==> src/rtl/lfsr_stream_decrypt.sv <==
// LFSR stream decrypter: identifies the keystream tap pattern from a known preamble,
// then decrypts the message, strips the leading preamble and writes the payload.
module lfsr_stream_decrypt #(
    parameter int                 W        = 8,
    parameter int                 LW       = 6,
    parameter int                 NTAP     = 6,
    parameter logic [NTAP*LW-1:0] TAPS     = {6'h39, 6'h36, 6'h33, 6'h30, 6'h2D, 6'h21},
    parameter logic [W-1:0]       PRE_CHAR = 8'h5F,
    parameter int                 PRE_LEN  = 7,
    parameter int                 MSG_LEN  = 64,
    parameter int                 SRC_BASE = 64,
    parameter int                 DST_BASE = 0,
    parameter int                 AW       = 8
) (
    input  logic                     clk,
    input  logic                     init_n,
    input  logic                     start,
    output logic [AW-1:0]            rd_addr,
    input  logic [W-1:0]             rd_data,
    output logic                     wr_en,
    output logic [AW-1:0]            wr_addr,
    output logic [W-1:0]             wr_data,
    output logic                     busy,
    output logic                     done,
    output logic [NTAP-1:0]          found,
    output logic [$clog2(NTAP)-1:0]  found_idx,
    output logic                     err_nomatch,
    output logic                     ambig,
    output logic [AW-1:0]            strip_ct,
    output logic [AW-1:0]            wr_ct
);

    localparam int IW = $clog2(NTAP);
    localparam int CW = $clog2(MSG_LEN + 1);

    typedef enum logic [2:0] {S_IDLE, S_SEED, S_TRAIN, S_RUN, S_FIN} state_t;

    function automatic logic [LW-1:0] lfsr_step(input logic [LW-1:0] s, input logic [LW-1:0] tap);
        return {s[LW-2:0], ^(s & tap)};
    endfunction

    state_t             state_q, state_d;
    logic               busy_q, busy_d, done_q, done_d;
    logic [NTAP-1:0]    found_q, found_d;
    logic [IW-1:0]      found_idx_q, found_idx_d;
    logic               err_q, err_d, ambig_q, ambig_d;
    logic [AW-1:0]      strip_ct_q, strip_ct_d, wr_ct_q, wr_ct_d;
    logic [AW-1:0]      rd_addr_q, rd_addr_d;
    logic               iss_q, iss_d, rd_vld_q, rd_vld_d;
    logic [CW-1:0]      iss_ct_q, iss_ct_d, cons_ct_q, cons_ct_d;
    logic [NTAP-1:0]    surv_q, surv_d;
    logic [NTAP*LW-1:0] lfsr_q, lfsr_d;
    logic               paying_q, paying_d;
    logic               wr_en_q, wr_en_d;
    logic [AW-1:0]      wr_addr_q, wr_addr_d;
    logic [W-1:0]       wr_data_q, wr_data_d;

    // obs_key is the keystream value implied by assuming the current symbol is preamble.
    logic [LW-1:0]      obs_key;
    logic [NTAP*LW-1:0] seed_step, cur_step;
    logic [NTAP-1:0]    miss, surv_new, sel_onehot;
    logic               multi;
    logic [IW-1:0]      sel_idx;
    logic [LW-1:0]      sel_key;
    logic [W-1:0]       plain;

    assign obs_key = rd_data[LW-1:0] ^ PRE_CHAR[LW-1:0];

    for (genvar gi = 0; gi < NTAP; gi++) begin : g_cand
        assign seed_step[gi*LW +: LW] = lfsr_step(obs_key, TAPS[gi*LW +: LW]);
        assign cur_step[gi*LW +: LW]  = lfsr_step(lfsr_q[gi*LW +: LW], TAPS[gi*LW +: LW]);
        assign miss[gi]               = (obs_key != lfsr_q[gi*LW +: LW]);
    end

    assign surv_new   = surv_q & ~miss;
    assign sel_onehot = surv_new & (~surv_new + NTAP'(1));
    assign multi      = |(surv_new & (surv_new - NTAP'(1)));

    always_comb begin
        sel_idx = '0;
        for (int i = NTAP - 1; i >= 0; i--) begin
            if (surv_new[i]) sel_idx = IW'(i);
        end
    end

    always_comb begin
        sel_key = '0;
        for (int i = 0; i < NTAP; i++) begin
            if (found_q[i]) sel_key = lfsr_q[i*LW +: LW];
        end
    end

    assign plain = rd_data ^ W'(sel_key);

    always_comb begin
        state_d     = state_q;
        busy_d      = busy_q;
        done_d      = 1'b0;
        found_d     = found_q;
        found_idx_d = found_idx_q;
        err_d       = err_q;
        ambig_d     = ambig_q;
        strip_ct_d  = strip_ct_q;
        wr_ct_d     = wr_ct_q;
        rd_addr_d   = rd_addr_q;
        iss_d       = iss_q;
        iss_ct_d    = iss_ct_q;
        rd_vld_d    = iss_q;
        cons_ct_d   = cons_ct_q;
        surv_d      = surv_q;
        lfsr_d      = lfsr_q;
        paying_d    = paying_q;
        wr_en_d     = 1'b0;
        wr_addr_d   = wr_addr_q;
        wr_data_d   = wr_data_q;

        // Read issue runs free of the FSM: one address per cycle, MSG_LEN in total.
        if (iss_q) begin
            if (iss_ct_q == CW'(MSG_LEN)) begin
                iss_d = 1'b0;
            end else begin
                rd_addr_d = rd_addr_q + AW'(1);
                iss_ct_d  = iss_ct_q + CW'(1);
            end
        end

        case (state_q)
            S_IDLE: begin
                if (start) begin
                    busy_d      = 1'b1;
                    found_d     = '0;
                    found_idx_d = '0;
                    err_d       = 1'b0;
                    ambig_d     = 1'b0;
                    strip_ct_d  = '0;
                    wr_ct_d     = '0;
                    rd_addr_d   = AW'(SRC_BASE);
                    iss_d       = 1'b1;
                    iss_ct_d    = CW'(1);
                    rd_vld_d    = 1'b0;
                    cons_ct_d   = '0;
                    paying_d    = 1'b0;
                    state_d     = S_SEED;
                end
            end
            S_SEED: begin
                if (rd_vld_q) begin
                    lfsr_d    = seed_step;
                    surv_d    = '1;
                    cons_ct_d = CW'(1);
                    state_d   = S_TRAIN;
                end
            end
            S_TRAIN: begin
                if (rd_vld_q) begin
                    lfsr_d    = cur_step;
                    surv_d    = surv_new;
                    cons_ct_d = cons_ct_q + CW'(1);
                    if (cons_ct_q == CW'(PRE_LEN - 1)) begin
                        if (surv_new == '0) begin
                            err_d   = 1'b1;
                            busy_d  = 1'b0;
                            done_d  = 1'b1;
                            iss_d   = 1'b0;
                            state_d = S_FIN;
                        end else begin
                            found_d     = sel_onehot;
                            found_idx_d = sel_idx;
                            ambig_d     = multi;
                            strip_ct_d  = AW'(PRE_LEN);
                            state_d     = S_RUN;
                        end
                    end
                end
            end
            S_RUN: begin
                if (cons_ct_q == CW'(MSG_LEN)) begin
                    busy_d  = 1'b0;
                    done_d  = 1'b1;
                    state_d = S_FIN;
                end else if (rd_vld_q) begin
                    lfsr_d    = cur_step;
                    cons_ct_d = cons_ct_q + CW'(1);
                    if (!paying_q && plain == PRE_CHAR) begin
                        strip_ct_d = strip_ct_q + AW'(1);
                    end else begin
                        paying_d  = 1'b1;
                        wr_en_d   = 1'b1;
                        wr_addr_d = AW'(DST_BASE) + wr_ct_q;
                        wr_data_d = plain;
                        wr_ct_d   = wr_ct_q + AW'(1);
                    end
                end
            end
            S_FIN: begin
                state_d = S_IDLE;
            end
            default: begin
                state_d = S_IDLE;
            end
        endcase
    end

    always_ff @(posedge clk or negedge init_n) begin
        if (!init_n) begin
            state_q     <= S_IDLE;
            busy_q      <= 1'b0;
            done_q      <= 1'b0;
            found_q     <= '0;
            found_idx_q <= '0;
            err_q       <= 1'b0;
            ambig_q     <= 1'b0;
            strip_ct_q  <= '0;
            wr_ct_q     <= '0;
            rd_addr_q   <= '0;
            iss_q       <= 1'b0;
            iss_ct_q    <= '0;
            rd_vld_q    <= 1'b0;
            cons_ct_q   <= '0;
            surv_q      <= '0;
            lfsr_q      <= '0;
            paying_q    <= 1'b0;
            wr_en_q     <= 1'b0;
            wr_addr_q   <= '0;
            wr_data_q   <= '0;
        end else begin
            state_q     <= state_d;
            busy_q      <= busy_d;
            done_q      <= done_d;
            found_q     <= found_d;
            found_idx_q <= found_idx_d;
            err_q       <= err_d;
            ambig_q     <= ambig_d;
            strip_ct_q  <= strip_ct_d;
            wr_ct_q     <= wr_ct_d;
            rd_addr_q   <= rd_addr_d;
            iss_q       <= iss_d;
            iss_ct_q    <= iss_ct_d;
            rd_vld_q    <= rd_vld_d;
            cons_ct_q   <= cons_ct_d;
            surv_q      <= surv_d;
            lfsr_q      <= lfsr_d;
            paying_q    <= paying_d;
            wr_en_q     <= wr_en_d;
            wr_addr_q   <= wr_addr_d;
            wr_data_q   <= wr_data_d;
        end
    end

    assign rd_addr     = rd_addr_q;
    assign wr_en       = wr_en_q;
    assign wr_addr     = wr_addr_q;
    assign wr_data     = wr_data_q;
    assign busy        = busy_q;
    assign done        = done_q;
    assign found       = found_q;
    assign found_idx   = found_idx_q;
    assign err_nomatch = err_q;
    assign ambig       = ambig_q;
    assign strip_ct    = strip_ct_q;
    assign wr_ct       = wr_ct_q;

endmodule

==> config.mk <==
export PLATFORM = sky130hd
export DESIGN_NAME = lfsr_stream_decrypt
export DESIGN_NICKNAME = d
export VERILOG_FILES = /design/src/rtl/lfsr_stream_decrypt.sv
export SDC_FILE = /design/constraint.sdc
export NUM_CORES = 1
export LEC_CHECK = 0
export CAP_MARGIN = 10
export CORE_MARGIN = 8
export CORE_UTILIZATION = 30
export CTS_CLUSTER_SIZE = 10
export DETAILED_ROUTE_END_ITERATION = 8
export SETUP_SLACK_MARGIN = 0.4
export SLEW_MARGIN = 10
export SYNTH_ARGS = -nofsm -noshare
export SYNTH_HDL_FRONTEND = slang
export SYNTH_SLANG_ARGS = --single-unit
export TNS_END_PERCENT = 30
==> constraint.sdc <==
create_clock -name clk -period 3.1 [get_ports clk]
set_input_delay 0.62 -clock clk [delete_from_list [all_inputs] [get_ports clk]]
set_output_delay 0.62 -clock clk [all_outputs]
set_load 0.02 [all_outputs]
==> summary.md <==
| Metric | Value |
|---|---|
| DR WL/cell | around 17 um |
| CP max FO | 7 |
| Register Area | about 2900 sq um |
| Worst Max-Slew Pin Slew | about 0.7 ns |
| Worst-path clk slew | approximately 0.060 ns |
| GRT Resource Usage Total | 0.142 |
| Post-synth cell types | 60 |
| Die ar. | approximately 27000 sq um |
| Flops & latches, synth | about 120 |
| I/O pin cnt | 65 |
| Drt total wl | slightly below 20000 um |
| Fin. max-slew vios | 0 |
| Slew HR | 0.543 |
| Final worst slack | ~0.38 ns |
| Net Sw Frac | 0.419 |
| Router iterations before antenna repair | 6 |
| Multi-input gate area | between 3000 and 4000 sq um |
| Fin Hold WS | around 0.22 ns |
| Placement Cell Area | roughly 8100 sq um |
| Cell-internal power | ~4.6 mW |
| Outcome | finished, final reports clean |
| Startpoint types | register |
| Number of max-cap violations | 0 |
| Asr flop ratio synth | 1.00 |
| Vias/cell | between 5 and 6 |
| Die height | approximately 170 um |
| Vias in the first global route | slightly below 6k |
| Post-synth EDFFs | 0 |
| Clock Tree Root | clkbuf_16 |
| Cells after DPL | around 1.1k |
| CTS buffer count | 17 |
| CTS tree | yes |
| Top_reg_cell synth | dfrtp_1 |
| Post-synthesis net count | 756 |
| Share of layout cells above drive strength 1 | 0.224 |
| F_max | approximately 0.37 GHz |
| First-pass GRT wire length | ~32000 um |
| Finish-stage setup viols | 0 |
| Synth Area per Inst | ~9.1 sq um |
| Clk buf depth | 2 |
| Site Rows | 54 |
| Starting density of the core | 0.307 |
| Detail Placement HPWL | approximately 13000 um |
| Nets@finish | a little under 900 |
| Critical Path End Type | register |
| Tcrit/Tclk final | 0.876 |
| Post-Synthesis Cells | about 740 |
| Antenna Nets Post-Route | 0 |
| RSZ-0062 raised after global routing | true |
| Setup CP Type | reg2reg |
| Clock share of power | 0.240 |
| Area Growth Syn to Fin | 35.4% |
| Design area | 9110 sq um |
| Port bufs | 64 |
| Largest net degree at the start of global routing | around 120 |
| Clk_lat worst skew | about 0.43 ns |
| Utilization after layout | 0.416 |
| Ant diodes | 0 |
| Via count | approximately 6k |
| Dpl ws | -0.0693 ns |
| Max VDD drop | ~0.44 mV |
| Initial DRC count | between 300 and 400 |
| Total core area | ~22000 sq um |
| Sequential share of power | 0.330 |
| Tot Pwr | 8.00 mW |
| Sequential-to-total area share from yosys stat | 0.431 |
| Setup_tns | 0 ns |
| DRC viols | 0 |
| Switching pwr | roughly 3.4 mW |
| Pleak | approximately 3.8 nW |
| CP Data Required Time | between 3 and 4 ns |
| Area of the mapped netlist | between 6000 and 7000 sq um |
| Clock sinks | about 120 |
| Hold/Removal Path Class | in2async |
| Die Width | around 170 um |
| Post-Layout Cell Count | roughly 1.2k |
| H-tree depth | 4 |
| Min Tclk post-route | 2.72 ns |
| Most frequent cells in the layout | 111 x dfrtp_1, 98 x nand2_1, 75 x nor2_1, 68 x buf_4, 59 x clkdlybuf4s50_1 |
| Yosys warnings | 0 |
| Most common cell after layout, fill and taps aside | dfrtp_1 |
| Final hold viol count | 0 |
| Grt ovf | 0 |
| Clock skew | roughly 0.015 ns |
| Comb pwr share | 0.429 |
| RePlAce Congestion | around 0.86 |
| Critical path arrival | 3.06 ns |
| Pwr/cell area | 878 nW/um^2 |
| Initial antenna violation count | 0 |
| Fillers | roughly 2.1k |
cell type report:
type,count,share of cell area
clock buffer,17,0.0467
sequential,116,0.319
multi-input combinational,555,0.418
inverter,20,0.00824
tap,280,0.0384
timing repair buffer,148,0.153
clock inverter,15,0.0162
final timing paths:
kind / startpoint / endpoint / slack (ns) / depth (start not counted)
max: found[2] / strip_ct[5] / 0.38 / 9
min: init_n / lfsr_q[1] / 0.22 / 2
max reg2reg: found[2] / strip_ct[5] / 0.38 / 9
min reg2reg: paying_q / paying_q / 0.48 / 1
max in group asynchronous: init_n / found[3] / 2.29 / 2
min in group clk: paying_q / paying_q / 0.48 / 1
state kept, by name, indices dropped and copies added, names as in the netlist, 7 cells and up:
signal and cells:
wr_data 8, cons_ct_q 7, wr_addr 8, iss_ct_q 7, wr_ct 8, lfsr_q 36
strip_ct 8, rd_addr 8
cell usage after synthesis (2+ instances only):
master     count  share of area
a2111oi_0      4         0.0052
a211o_1        2         0.0026
a211oi_1       5         0.0056
a21oi_1       30          0.022
a221o_1        3         0.0045
a221oi_1       4         0.0052
a31oi_1       30          0.028
a32o_1         2         0.0030
and2_1         2         0.0019
and3_1         9         0.0084
and4_1         2         0.0026
buf_2         12         0.0089
buf_6          4         0.0067
clkbuf_1      31          0.017
dfrtp_1      116           0.43
ha_1           8          0.015
inv_1         19          0.011
mux2_2         3         0.0050
mux2_4        11          0.025
mux2i_1       14          0.021
nand2_1       98          0.055
nand2b_1       4         0.0037
nand3_1        9         0.0067
nand3b_1       5         0.0056
nand4_1       17          0.016
nor2_1        75          0.042
nor2b_1       11          0.010
nor3_1         8         0.0060
nor3b_1        8         0.0089
nor4_1        11          0.010
nor4_2         2         0.0037
nor4b_1        4         0.0052
o211ai_1       9          0.010
o21a_1         5         0.0056
o21ai_0       25          0.019
o22ai_1       10         0.0093
o31a_1         2         0.0026
o31ai_1       10          0.011
o41ai_1        2         0.0026
or2_2         13          0.012
or3_1          4         0.0037
or4_1          5         0.0056
xnor2_1       30          0.039
xor2_1        43          0.056
power groups by stage:
stage | Combinational, mW | Sequential, mW | Clock (mW)
2_1_floorplan | 2.05 | 2.59 | 0
3_3_place_gp | 3.21 | 2.63 | 0
3_5_place_dp | 3.28 | 2.64 | 0
4_1_cts | 3.31 | 2.62 | 1.95
5_1_grt | 3.80 | 2.72 | 2.01
6_report | 3.43 | 2.64 | 1.92
worst max-delay path, stage by stage (launching register included):
cell and delay (ns):
dfrtp_2 0.48, buf_4 0.21, a221oi_2 0.30, a21oi_2 0.11, xnor2_2 0.18, or4_4 0.56, buf_6 0.17, buf_4 0.14
nor4_4 0.28, mux2i_1 0.20
cell families after synthesis:
logic type	share of synthesized area
and+or+nand+nor	0.210
adders and majority gates	0.0149
DFF	0.431
buffers and inverters	0.0452
xor gates and xnor gates	0.0950
muxes	0.0504
AOI/OAI and AO/OA	0.153
timing repair:
| item | 4_1_cts | 5_1_grt |
|---|---|---|
| endpoints found under the setup margin | 34 | 42 |
| setup buffers | 7 | 9 |
| hold buffers | 0 | 0 |
| gates cloned | 2 | 2 |
| resized for setup | 19 | 46 |
| pin swaps | 9 | 15 |
layer usage:
layer / track usage / vias up / wire [um]
met1: 0.184 / 2874 / 9060
met4: 0.0560 / 0 / 343
met3: 0.0284 / 27 / 815
met2: 0.228 / 148 / 9500
li1: - / 2847 / -
met5: 0 / - / 0
No activity file was read; power rests on OpenSTA's default activity.
